File: config.mk
export PLATFORM = sky130hd
export DESIGN_NAME = sound_latch_irq
export DESIGN_NICKNAME = d
export VERILOG_FILES = /design/src/rtl/sound_latch_irq.sv
export SDC_FILE = /design/constraint.sdc
export NUM_CORES = 1
export LEC_CHECK = 0
export ABC_AREA = 1
export CAP_MARGIN = 20
export CORE_UTILIZATION = 43
export CTS_BUF_LIST = sky130_fd_sc_hd__clkbuf_2 sky130_fd_sc_hd__clkbuf_4 sky130_fd_sc_hd__clkbuf_8
export DETAILED_ROUTE_END_ITERATION = 6
export PLACE_DENSITY = 0.71
export SETUP_SLACK_MARGIN = 0.4
export SKIP_CTS_REPAIR_TIMING = 1
export SLEW_MARGIN = 15
export SYNTH_ARGS = -nofsm -noshare
export SYNTH_HDL_FRONTEND = slang
export SYNTH_SLANG_ARGS = --single-unit
File: constraint.sdc
create_clock -name clk -period 2.6 [get_ports clk]
set_clock_uncertainty 0.1 [all_clocks]
set_input_delay 0.65 -clock clk [delete_from_list [all_inputs] [get_ports clk]]
set_output_delay 0.65 -clock clk [all_outputs]
set_load 0.01 [all_outputs]
File: src/rtl/sound_latch_irq.sv
// 68000-to-Z80 sound command latch with a periodic Z80 timer interrupt.
// Define SND_LATCH_FIFO_EN to replace the single latch with a 4-entry FIFO.
module sound_latch_irq #(
    parameter int unsigned TIMER_DIV = 512
) (
    input  logic        clk,
    input  logic        reset,
    input  logic        z80_cen,
    input  logic [15:0] m68k_din,
    input  logic        m68k_rw,
    input  logic        m68k_lds_n,
    input  logic        sound_latch_cs,
    input  logic        z80_latch_r_cs,
    input  logic        z80_latch_clr_cs,
    input  logic        M1_n,
    input  logic        IORQ_n,
    output logic [7:0]  latch_dout,
    output logic        latch_valid,
    output logic        z80_irq_n
);

    logic        wr, ack;
    logic        wr_edge, clr_edge, rd_end, ack_edge, tick;
    logic        wr_prev_q, clr_prev_q, rd_prev_q, ack_prev_q;
    logic [15:0] tcnt_q, tcnt_d;
    logic        irq_pend_q, irq_pend_d;
    logic        unused_din_hi;

    assign unused_din_hi = ^m68k_din[15:8];

    assign wr       = sound_latch_cs & ~m68k_rw & ~m68k_lds_n;
    assign ack      = ~M1_n & ~IORQ_n;
    assign wr_edge  = wr & ~wr_prev_q;
    assign clr_edge = z80_latch_clr_cs & ~clr_prev_q;
    assign rd_end   = ~z80_latch_r_cs & rd_prev_q;
    assign ack_edge = ack & ~ack_prev_q;
    assign tick     = z80_cen & (tcnt_q == 16'(TIMER_DIV - 1));

    // History clears on reset so a strobe held through reset counts as a fresh edge.
    always_ff @(posedge clk) begin
        if (reset) begin
            wr_prev_q  <= 1'b0;
            clr_prev_q <= 1'b0;
            rd_prev_q  <= 1'b0;
            ack_prev_q <= 1'b0;
        end else begin
            wr_prev_q  <= wr;
            clr_prev_q <= z80_latch_clr_cs;
            rd_prev_q  <= z80_latch_r_cs;
            ack_prev_q <= ack;
        end
    end

    always_comb begin
        tcnt_d     = tcnt_q;
        irq_pend_d = irq_pend_q;
        if (z80_cen) begin
            tcnt_d = tick ? '0 : tcnt_q + 16'd1;
        end
        if (ack_edge) begin
            irq_pend_d = 1'b0;
        end
        if (tick) begin
            irq_pend_d = 1'b1;
        end
    end

    always_ff @(posedge clk) begin
        if (reset) begin
            tcnt_q     <= '0;
            irq_pend_q <= 1'b0;
        end else begin
            tcnt_q     <= tcnt_d;
            irq_pend_q <= irq_pend_d;
        end
    end

    assign z80_irq_n = ~irq_pend_q;

`ifdef SND_LATCH_FIFO_EN
    logic [7:0] mem_q [4];
    logic [7:0] mem_d [4];
    logic [1:0] wptr_q, wptr_d, rptr_q, rptr_d;
    logic [2:0] cnt_q, cnt_d;
    logic       push, pop;

    assign push = wr_edge & (cnt_q != 3'd4);
    assign pop  = rd_end & (cnt_q != 3'd0);

    always_comb begin
        mem_d  = mem_q;
        wptr_d = wptr_q;
        rptr_d = rptr_q;
        cnt_d  = cnt_q;
        if (clr_edge) begin
            wptr_d = '0;
            rptr_d = '0;
            cnt_d  = '0;
        end else begin
            if (push) begin
                mem_d[wptr_q] = m68k_din[7:0];
                wptr_d        = wptr_q + 2'd1;
            end
            if (pop) begin
                rptr_d = rptr_q + 2'd1;
            end
            cnt_d = cnt_q + 3'(push) - 3'(pop);
        end
    end

    always_ff @(posedge clk) begin
        if (reset) begin
            mem_q  <= '{default: '0};
            wptr_q <= '0;
            rptr_q <= '0;
            cnt_q  <= '0;
        end else begin
            mem_q  <= mem_d;
            wptr_q <= wptr_d;
            rptr_q <= rptr_d;
            cnt_q  <= cnt_d;
        end
    end

    assign latch_dout  = (cnt_q == 3'd0) ? 8'h00 : mem_q[rptr_q];
    assign latch_valid = (cnt_q != 3'd0);
`else
    logic [7:0] latch_q, latch_d;
    logic       valid_q, valid_d;

    // Clear beats write; write beats read-end so a fresh command stays flagged.
    always_comb begin
        latch_d = latch_q;
        valid_d = valid_q;
        if (clr_edge) begin
            latch_d = '0;
            valid_d = 1'b0;
        end else if (wr_edge) begin
            latch_d = m68k_din[7:0];
            valid_d = 1'b1;
        end else if (rd_end) begin
            valid_d = 1'b0;
        end
    end

    always_ff @(posedge clk) begin
        if (reset) begin
            latch_q <= '0;
            valid_q <= 1'b0;
        end else begin
            latch_q <= latch_d;
            valid_q <= valid_d;
        end
    end

    assign latch_dout  = latch_q;
    assign latch_valid = valid_q;
`endif

endmodule

==> out/qor.csv, run 1 <==
stage,metric,value,unit
global_routing,grt_pass1_wl,4.74,mm
routing,post_drt_wl_per_cell,10.2,µm
layout,area_growth,27.5,%
min_path,hp-class,reg2reg,
layout,final_common_cell,nand2_1,
floorplanning,die_h,59.6,µm
min_path,whs_path_depth,2,
synthesis,ys_seq_elements,30,
synthesis,avgSynthCellArea,7.35,µm²
clock_network,clk_path_buf_depth,2,
worst_setup_path,cp_max_fo,2,
layout,finish.net_count,256,
min_path,min_to,latch_dout[2]$_SDFFE_PP0P_,
timing,min_period_over_period,0.760,
routing,via_count,1231,
layout,drive_gt1_frac,0.187,
synthesis,synth_warnings,0,
worst_setup_path,crit_path_start_kind,register,
placement,io_buffers,27,
clock_network,cts_root_buf,clkbuf_4,
worst_setup_path,timing.rr.start,tcnt_q[1]$_SDFFE_PP0P_,
global_routing,grt_antenna_before_repair,0,
routing,dr.pass1.iters,4,
worst_setup_path,r2r_slack,1.13,ns
placement,post-place-cells,266,
synthesis,syn_area,1430,µm²
timing,rsz0062_at_grt,false,
pwr,p_per_area,464,nW/µm²
clock_network,insertion_delay,0.34,ns
worst_setup_path,r2r_cells,8,
timing,period_needed,1.98,ns
global_routing,use_met1,0.227,
min_path,hold_start,latch_dout[2]$_SDFFE_PP0P_,
floorplanning,row_count,20,
worst_setup_path,crit_arrival,1.23,ns
synthesis,syn_nets,221,
layout,final_cell_mix,"nand2_1, nor2_1, dfxtp_1",
synthesis,ys_types,27,
placement,hpwlAfterDp,2.09,mm
timing,slew_viol_final,0,
floorplanning,initial_core_util,0.460,
routing,postRouteAntennaNets,0,
clock_network,cts-buffers-inserted,5,
pwr,static-leakage-power,0.000673,µW
worst_setup_path,worstPathRequired,1.85,ns
pwr,power,844,µW
routing,drt-vias-per-instance,4.49,
layout,fin_util,0.586,
clock_network,h-tree-depth,2,
status,status,"complete, no violations",
timing,hold_viol_final,0,
timing,setup_tns,0,ns
routing,first_iter_violations,50,
worst_setup_path,r2r-end,tcnt_q[9]$_SDFFE_PP0P_,
worst_setup_path,path_class,reg2out,
floorplanning,die-area,3550,µm²
global_routing,grt_max_degree,11,
global_routing,grt.overflow.total,0,
global_routing,met3_usage,0.0721,
timing,setup_violations,0,
floorplanning,die-width,59.6,µm
layout,instances_no_fill,274,
timing,max_slew_margin,0.764,
synthesis,ys_seq_area_frac,0.421,
worst_setup_path,cp-end-kind,output pin,
routing,drc,0,
timing,fmax,506,MHz
timing,worst_pin_slew,0.354,ns
clock_network,clk_pin_slew_worst_paths,0.10,ns
global_routing,top_usage_layer,met2,
placement,place.gp.congestion,0.801,
global_routing,grtUsageMet2,0.281,
global_routing,track_usage,0.185,
synthesis,syn_inst,194,
run,maxCapViolCount,0,
layout,n_fill_cell,311,
clock_network,cts_tree,yes,
floorplanning,core,3100,µm²
routing,routed_wl,2.79,mm
pwr,vdd_drop_max,0.291,mV
floorplanning,boundaryPins,36,
clock_network,cts.sinks,30,
layout,diodes,0,
global_routing,grt_pass1_vias,1091,
==> report_power, final <==
| part | internal (µW) | leakage, µW | switching, µW |
|---|---|---|---|
| clock network | 130 | 0.0000343 | 168 |
| logic | 40.3 | 0.000396 | 33.0 |
| registers | 467 | 0.000243 | 5.47 |
==> kinds of logic (layout without fill, tap and decap cells) <==
logic type | Yosys count | count (layout) | share of synthesized area
simple gates | 112 | 112 | 0.379
flops | 30 | 30 | 0.421
buf+inv | 26 | 62 | 0.0763
compound gates | 25 | 25 | 0.115
fa+ha+maj | 1 | 1 | 0.00877
==> Yosys cell counts <==
cell      instances  area (µm²)
o21ai_1           1        5.00
nand2_1          48         180
nand2_2           7        43.8
nand3_2           1        10.0
o21bai_2          1        11.3
buf_4             1        7.51
nor3_2            3        30.0
inv_1            19        71.3
nor3b_1           1        7.51
nand3b_1          1        7.51
nor2_4            5        56.3
nor2_1           30         113
buf_6             1        11.3
nand2_4           1        11.3
o21ai_2           2        17.5
o21bai_1          1        7.51
ha_1              1        12.5
nor3_1            4        20.0
inv_2             5        18.8
nor2_2            5        31.3
dfxtp_1          30         601
a21oi_4           1        16.3
a211oi_1          2        15.0
a21oi_2           1        8.76
o31ai_1           1        7.51
nand3_1           6        30.0
a21oi_1          15        75.1
==> worst max path at each step <==
| stage | from | to | slack, ns | depth (start not counted) |
|---|---|---|---|---|
| detailed placement | z80_cen | tcnt_q[13]$_SDFFE_PP0P_ | 0.46 | 8 |
| global placement | z80_cen | tcnt_q[13]$_SDFFE_PP0P_ | 0.45 | 8 |
| CTS | irq_pend_q$_SDFFE_PP0P_ | z80_irq_n | 0.61 | 2 |
| floorplan | m68k_rw | latch_dout[0]$_SDFFE_PP0P_ | 1.08 | 5 |
| finish | irq_pend_q$_SDFFE_PP0P_ | z80_irq_n | 0.62 | 2 |
| global route | latch_dout[0]$_SDFFE_PP0P_ | latch_dout[0] | 0.56 | 1 |
==> final cells by class <==
class / instances / area [µm²] / share of cell area
clock inverters: 2 / 12.5 / 0.00688
multi-input cells: 138 / 717 / 0.394
clock buffers: 6 / 51.3 / 0.0282
repair buffers: 30 / 293 / 0.161
well taps: 44 / 55.1 / 0.0303
flip-flops and latches: 30 / 601 / 0.330
inverters: 24 / 90.1 / 0.0495
==> layer usage <==
layer	vias to the layer above	part of all wire
met2	24	0.42
met1	522	0.50
li1	679	-
met4	0	0.021
met3	6	0.062
met5	-	0
==> state kept, by name (all words and copies together) (netlist names) <==
name / cells
wr_prev_q: 1
tcnt_q: 16
clr_prev_q: 1
rd_prev_q: 1
latch_valid: 1
ack_prev_q: 1
irq_pend_q: 1
latch_dout: 8
==> stage by stage <==
stage	setup slack [ns]	hold WS, ns	cell area, µm²
after floorplan	1.08	0.353	1430
after global placement	0.448	0.348	1760
after detailed placement	0.456	0.354	1760
after CTS	0.609	0.369	1820
after global routing	0.557	0.381	1820
final	0.623	0.366	1820
==> critical path, cell delays in order, from the launching register on <==
cell and delay [ns]:
dfxtp_1 0.32, inv_1 0.04, clkdlybuf4s50_1 0.52
Power figures use the tool's default switching activity.
==> run 2: changes to the inputs <==
clock period = 2.1 ns   (was 2.6 ns; I/O delays follow)
==> run 2 against run 1 <==
Net effect:
- first-iteration DRC count is 12% higher
- design area is 2.3% higher
- core utilization is 1.4 points higher
- largest power group unchanged
- critical endpoint is now latch_dout[6]$_SDFFE_PP0P_
- highest routed layer unchanged
- largest cell class unchanged
==> out/qor.csv, run 2 (same netlist as run 1, synthesis figures left out) <==
stage,metric,value,unit
routing,postRouteAntennaNets,0,
worst_setup_path,cp_slowest_cell,clkdlybuf4s50_1,
routing,post_drt_wl_per_cell,10.2,µm
floorplanning,boundaryPins,36,
clock_network,clk_pin_slew_worst_paths,0.09,ns
clock_network,cts.sinks,30,
floorplanning,core,3100,µm²
global_routing,grt_antenna_before_repair,0,
clock_network,cts_tree,yes,
layout,fin_util,0.600,
timing,hold_viol_final,0,
layout,largest_register,tcnt_q,
timing,worst_pin_slew,0.285,ns
clock_network,h-tree-depth,2,
worst_setup_path,crit_path_start_kind,primary input,
timing,fmax,661,MHz
timing,rsz0062_at_grt,false,
clock_network,cts-buffers-inserted,5,
clock_network,clk_path_buf_depth,2,
layout,final_common_cell,nand2_1,
clock_network,cts_root_buf,clkbuf_4,
floorplanning,initial_core_util,0.460,
worst_setup_path,path_cells,"clkdlybuf4s50_1, nand3b_1, nor2_2, buf_4, nand2_1, a21oi_1",
timing,slew_viol_final,0,
worst_setup_path,crit_arrival,1.67,ns
global_routing,grt_pass1_wl,4.64,mm
global_routing,grt_max_degree,11,
layout,diodes,0,
timing,setup_violations,0,
placement,place.gp.congestion,0.742,
run,maxCapViolCount,0,
placement,hpwlAfterDp,2.22,mm
global_routing,grt.overflow.total,0,
pwr,static-leakage-power,0.000856,µW
timing,max_slew_margin,0.808,
timing,fin_hold_ws,0.359,ns
floorplanning,row_count,20,
global_routing,grt_pass1_vias,1116,
placement,io_buffers,27,
worst_setup_path,worstPathRequired,2.25,ns
routing,via_count,1251,
worst_setup_path,crit_family,buffers and inverters,
worst_setup_path,cp-end-kind,register,
layout,n_fill_cell,285,
worst_setup_path,cp_max_fo,5,
routing,first_iter_violations,56,
pwr,vdd_drop_max,0.438,mV
timing,min_period_over_period,0.721,
routing,dr.pass1.iters,4,
timing,period_needed,1.51,ns
timing,setup_tns,0,ns
layout,drive_gt1_frac,0.194,
worst_setup_path,critPathBufInv,2,
layout,final_cell_mix,"nand2_1, nor2_1, dfxtp_1",
worst_setup_path,cpPeakStageDelay,0.39,ns
layout,area_growth,30.5,%
clock_network,insertion_delay,0.32,ns
worst_setup_path,path_class,in2reg,
min_path,hp-class,reg2reg,
floorplanning,die-width,59.6,µm
status,status,"complete, no violations",
floorplanning,die_h,59.6,µm
floorplanning,die-area,3550,µm²
routing,drt-vias-per-instance,4.53,
routing,routed_wl,2.82,mm
layout,largest_reg_flops,16,
layout,finish.net_count,258,
routing,drc,0,
pwr,p_per_area,557,nW/µm²
global_routing,track_usage,0.174,
## run 2: worst paths after layout
path                                 to  cells past startpoint                  startpoint  slack [ns]
max          latch_dout[6]$_SDFFE_PP0P_                      6                     m68k_rw        0.59
min          latch_dout[6]$_SDFFE_PP0P_                      2  latch_dout[6]$_SDFFE_PP0P_        0.36
max reg2reg     tcnt_q[10]$_SDFFE_PP0P_                      8      tcnt_q[0]$_SDFFE_PP0P_        0.59
min reg2reg  latch_dout[6]$_SDFFE_PP0P_                      2  latch_dout[6]$_SDFFE_PP0P_        0.36
## run 2: stage by stage
step                power, µW  setup WS (ns)  cell area [µm²]  std cells
floorplan                 639          0.702             1430        194
global placement          692          0.104             1770        268
detailed placement        693         0.0809             1770        268
CTS                      1050          0.254             1830        276
global route             1090          0.486             1860        276
finish                   1040          0.587             1860        276
## run 2: routing by layer
layer	up-vias	track usage	wire length (µm)
met3	2	0.0480	186
li1	678	-	-
met1	539	0.227	1360
met4	0	0.0698	22
met2	32	0.271	1250
met5	-	0	0
## run 2: layout make-up
class / instances / area, µm² / area share
clock buffer: 6 / 51.3 / 0.0276
clock inverter: 2 / 12.5 / 0.00672
inverter: 24 / 90.1 / 0.0484
multi-input combinational: 138 / 717 / 0.385
sequential: 30 / 601 / 0.323
tap: 44 / 55.1 / 0.0296
timing repair buffer: 32 / 335 / 0.180
## run 2: report_power, final
part | switching (µW) | internal, µW | leakage, µW
Combinational | 41.6 | 50.9 | 0.000579
Clock | 197 | 161 | 0.0000343
Sequential | 6.90 | 579 | 0.000243
Total | 246 | 791 | 0.000856
## run 2: worst register-to-register path: stages (launching register included)
cell     delay, ns
dfxtp_1       0.42
ha_1          0.26
nand2_2       0.10
nor2_4        0.13
nand2_2       0.08
nor2_2        0.14
nand2_1       0.07
nand2_1       0.07
nor2_1        0.04
==> run 3: changes to the inputs <==
PLACE_DENSITY = 0.74   (was 0.71)
clock period = 1.3 ns   (was 2.1 ns; I/O delays follow)
==> run 3 against run 2 <==
Net effect:
- the run now ends with negative setup slack left
- combinational power rose by 130%
- routed wire length rose by 22%
- flip-flop and latch count did not move
- count of clock-buffer cells in the layout rose by 1
- non-clock buffer count rose by 17
- power rose by 91%
- register-to-register slack got worse by 0.67 ns
- largest power group unchanged
==> out/qor.csv, run 3 (same netlist as run 1, synthesis figures left out) <==
stage,metric,value,unit
status,status,"finished, violations left",
status,violations,negative setup slack,
min_path,hp-class,in2reg,
routing,post_drt_wl_per_cell,11.7,µm
global_routing,grt_pass1_wl,4.82,mm
clock_network,cts.sinks,30,
routing,dr.pass1.iters,4,
routing,postRouteAntennaNets,0,
worst_setup_path,critPathBufInv,1,
floorplanning,die-width,59.6,µm
global_routing,top_usage_layer,met2,
timing,min_period_over_period,1.06,
pwr,p_per_area,905,nW/µm²
placement,place.gp.congestion,0.804,
placement,io_buffers,27,
timing,rsz0062_at_grt,true,
floorplanning,die_h,59.6,µm
timing,setup_tns,-0.388,ns
global_routing,grt_pass1_vias,1137,
layout,drive_gt1_frac,0.478,
worst_setup_path,path_cells,"ha_4, inv_2, nor2_2, nand2_2, nor2_4, nand2_2, nand2_4, nor3_2",
global_routing,grt.overflow.total,0,
floorplanning,core,3100,µm²
pwr,power,1980,µW
clock_network,cts_root_buf,clkbuf_4,
layout,finish.net_count,275,
global_routing,grtUsageMet2,0.292,
global_routing,met3_usage,0.0524,
timing,fmax,724,MHz
clock_network,cts_tree,yes,
clock_network,clk_path_buf_depth,2,
floorplanning,boundaryPins,36,
timing,setup_violations,8,
pwr,vdd_drop_max,0.930,mV
clock_network,clk_pin_slew_worst_paths,0.10,ns
worst_setup_path,crit_family,simple AND/OR/NAND/NOR gates,
global_routing,grt_max_degree,11,
layout,postLayoutCellArea,2180,µm²
global_routing,track_usage,0.187,
routing,via_count,1389,
floorplanning,initial_core_util,0.460,
worst_setup_path,crit_arrival,1.51,ns
routing,drc,0,
placement,placed_area,1920,µm²
floorplanning,row_count,20,
timing,period_needed,1.38,ns
floorplanning,die-area,3550,µm²
timing,fin_ws,-0.0804,ns
global_routing,grt_antenna_before_repair,0,
clock_network,cts-buffers-inserted,5,
timing,worst_pin_slew,0.308,ns
layout,final_cell_mix,"nand2_1, nor2_1, buf_4",
global_routing,use_met1,0.235,
clock_network,h-tree-depth,2,
layout,largest_register,tcnt_q,
layout,final_common_cell,nand2_1,
timing,fin_hold_ws,0.214,ns
layout,largest_reg_flops,16,
worst_setup_path,cp-end-kind,register,
pwr,static-leakage-power,0.000926,µW
layout,area_growth,53.0,%
timing,slew_viol_final,0,
worst_setup_path,worstPathRequired,1.43,ns
routing,first_iter_violations,61,
routing,drt-vias-per-instance,4.74,
worst_setup_path,cp_slowest_cell,dfxtp_2,
worst_setup_path,cpPeakStageDelay,0.37,ns
timing,hold_viol_final,0,
layout,n_fill_cell,256,
worst_setup_path,crit_path_start_kind,register,
worst_setup_path,path_common_cell,nand2_2,
placement,hpwlAfterDp,2.28,mm
clock_network,insertion_delay,0.34,ns
run,maxCapViolCount,0,
worst_setup_path,cp_max_fo,6,
routing,routed_wl,3.43,mm
worst_setup_path,path_class,reg2reg,
timing,max_slew_margin,0.793,
layout,diodes,0,
run 3: changes by cell type in the layout (fill, tap and decap cells not counted), sizes merged:
cell,previous run,this run
buf,5,32
bufinv,0,1
clkbuf,6,9
clkdlybuf4s50,16,11
clkinv,1,0
clkinvlp,1,0
dlymetal6s2s,11,4
run 3: power by group:
part           leakage, µW  switching [µW]  internal, µW
Sequential        0.000251            11.6           936
Clock            0.0000489             333           480
Combinational     0.000627             101           114
Total             0.000926             446          1530
run 3: tightest hold or removal path: stages:
cell and delay [ns]:
dlymetal6s2s_1 0.14, buf_4 0.13, nor3_1 0.03
run 3: worst paths after layout:
| check | from | end | slack (ns) | depth (start not counted) |
|---|---|---|---|---|
| worst min-delay path | reset | ack_prev_q$_SDFF_PP0_ | 0.21 | 3 |
| worst max register to register | tcnt_q[0]$_SDFFE_PP0P_ | tcnt_q[7]$_SDFFE_PP0P_ | -0.08 | 8 |
| worst min register to register | latch_dout[2]$_SDFFE_PP0P_ | latch_dout[2]$_SDFFE_PP0P_ | 0.39 | 2 |
| worst max-delay path | tcnt_q[0]$_SDFFE_PP0P_ | tcnt_q[7]$_SDFFE_PP0P_ | -0.08 | 8 |
run 3: stage by stage:
stage | setup slack [ns] | util | instances
6_report | -0.0804 | 0.703 | 293
3_5_place_dp | -0.444 | 0.620 | 283
4_1_cts | -0.353 | 0.648 | 291
3_3_place_gp | -0.414 | 0.620 | 283
2_1_floorplan | 0.0611 | - | 194
5_1_grt | -0.136 | 0.703 | 293
run 3: area by class of cell:
cell class | count | area [µm²] | share of cell area
Sequential cell | 30 | 622 | 0.285
Clock inverter | 1 | 30.0 | 0.0138
Timing Repair Buffer | 49 | 462 | 0.212
Clock buffer | 7 | 58.8 | 0.0269
Inverter | 24 | 92.6 | 0.0424
Multi-Input combinational cell | 138 | 862 | 0.395
Tap cell | 44 | 55.1 | 0.0252
run 3: routing by layer:
layer	part of all wire	wire length, µm
met3	0.067	231
met2	0.48	1630
met4	0.020	67
met1	0.44	1500
met5	0	0
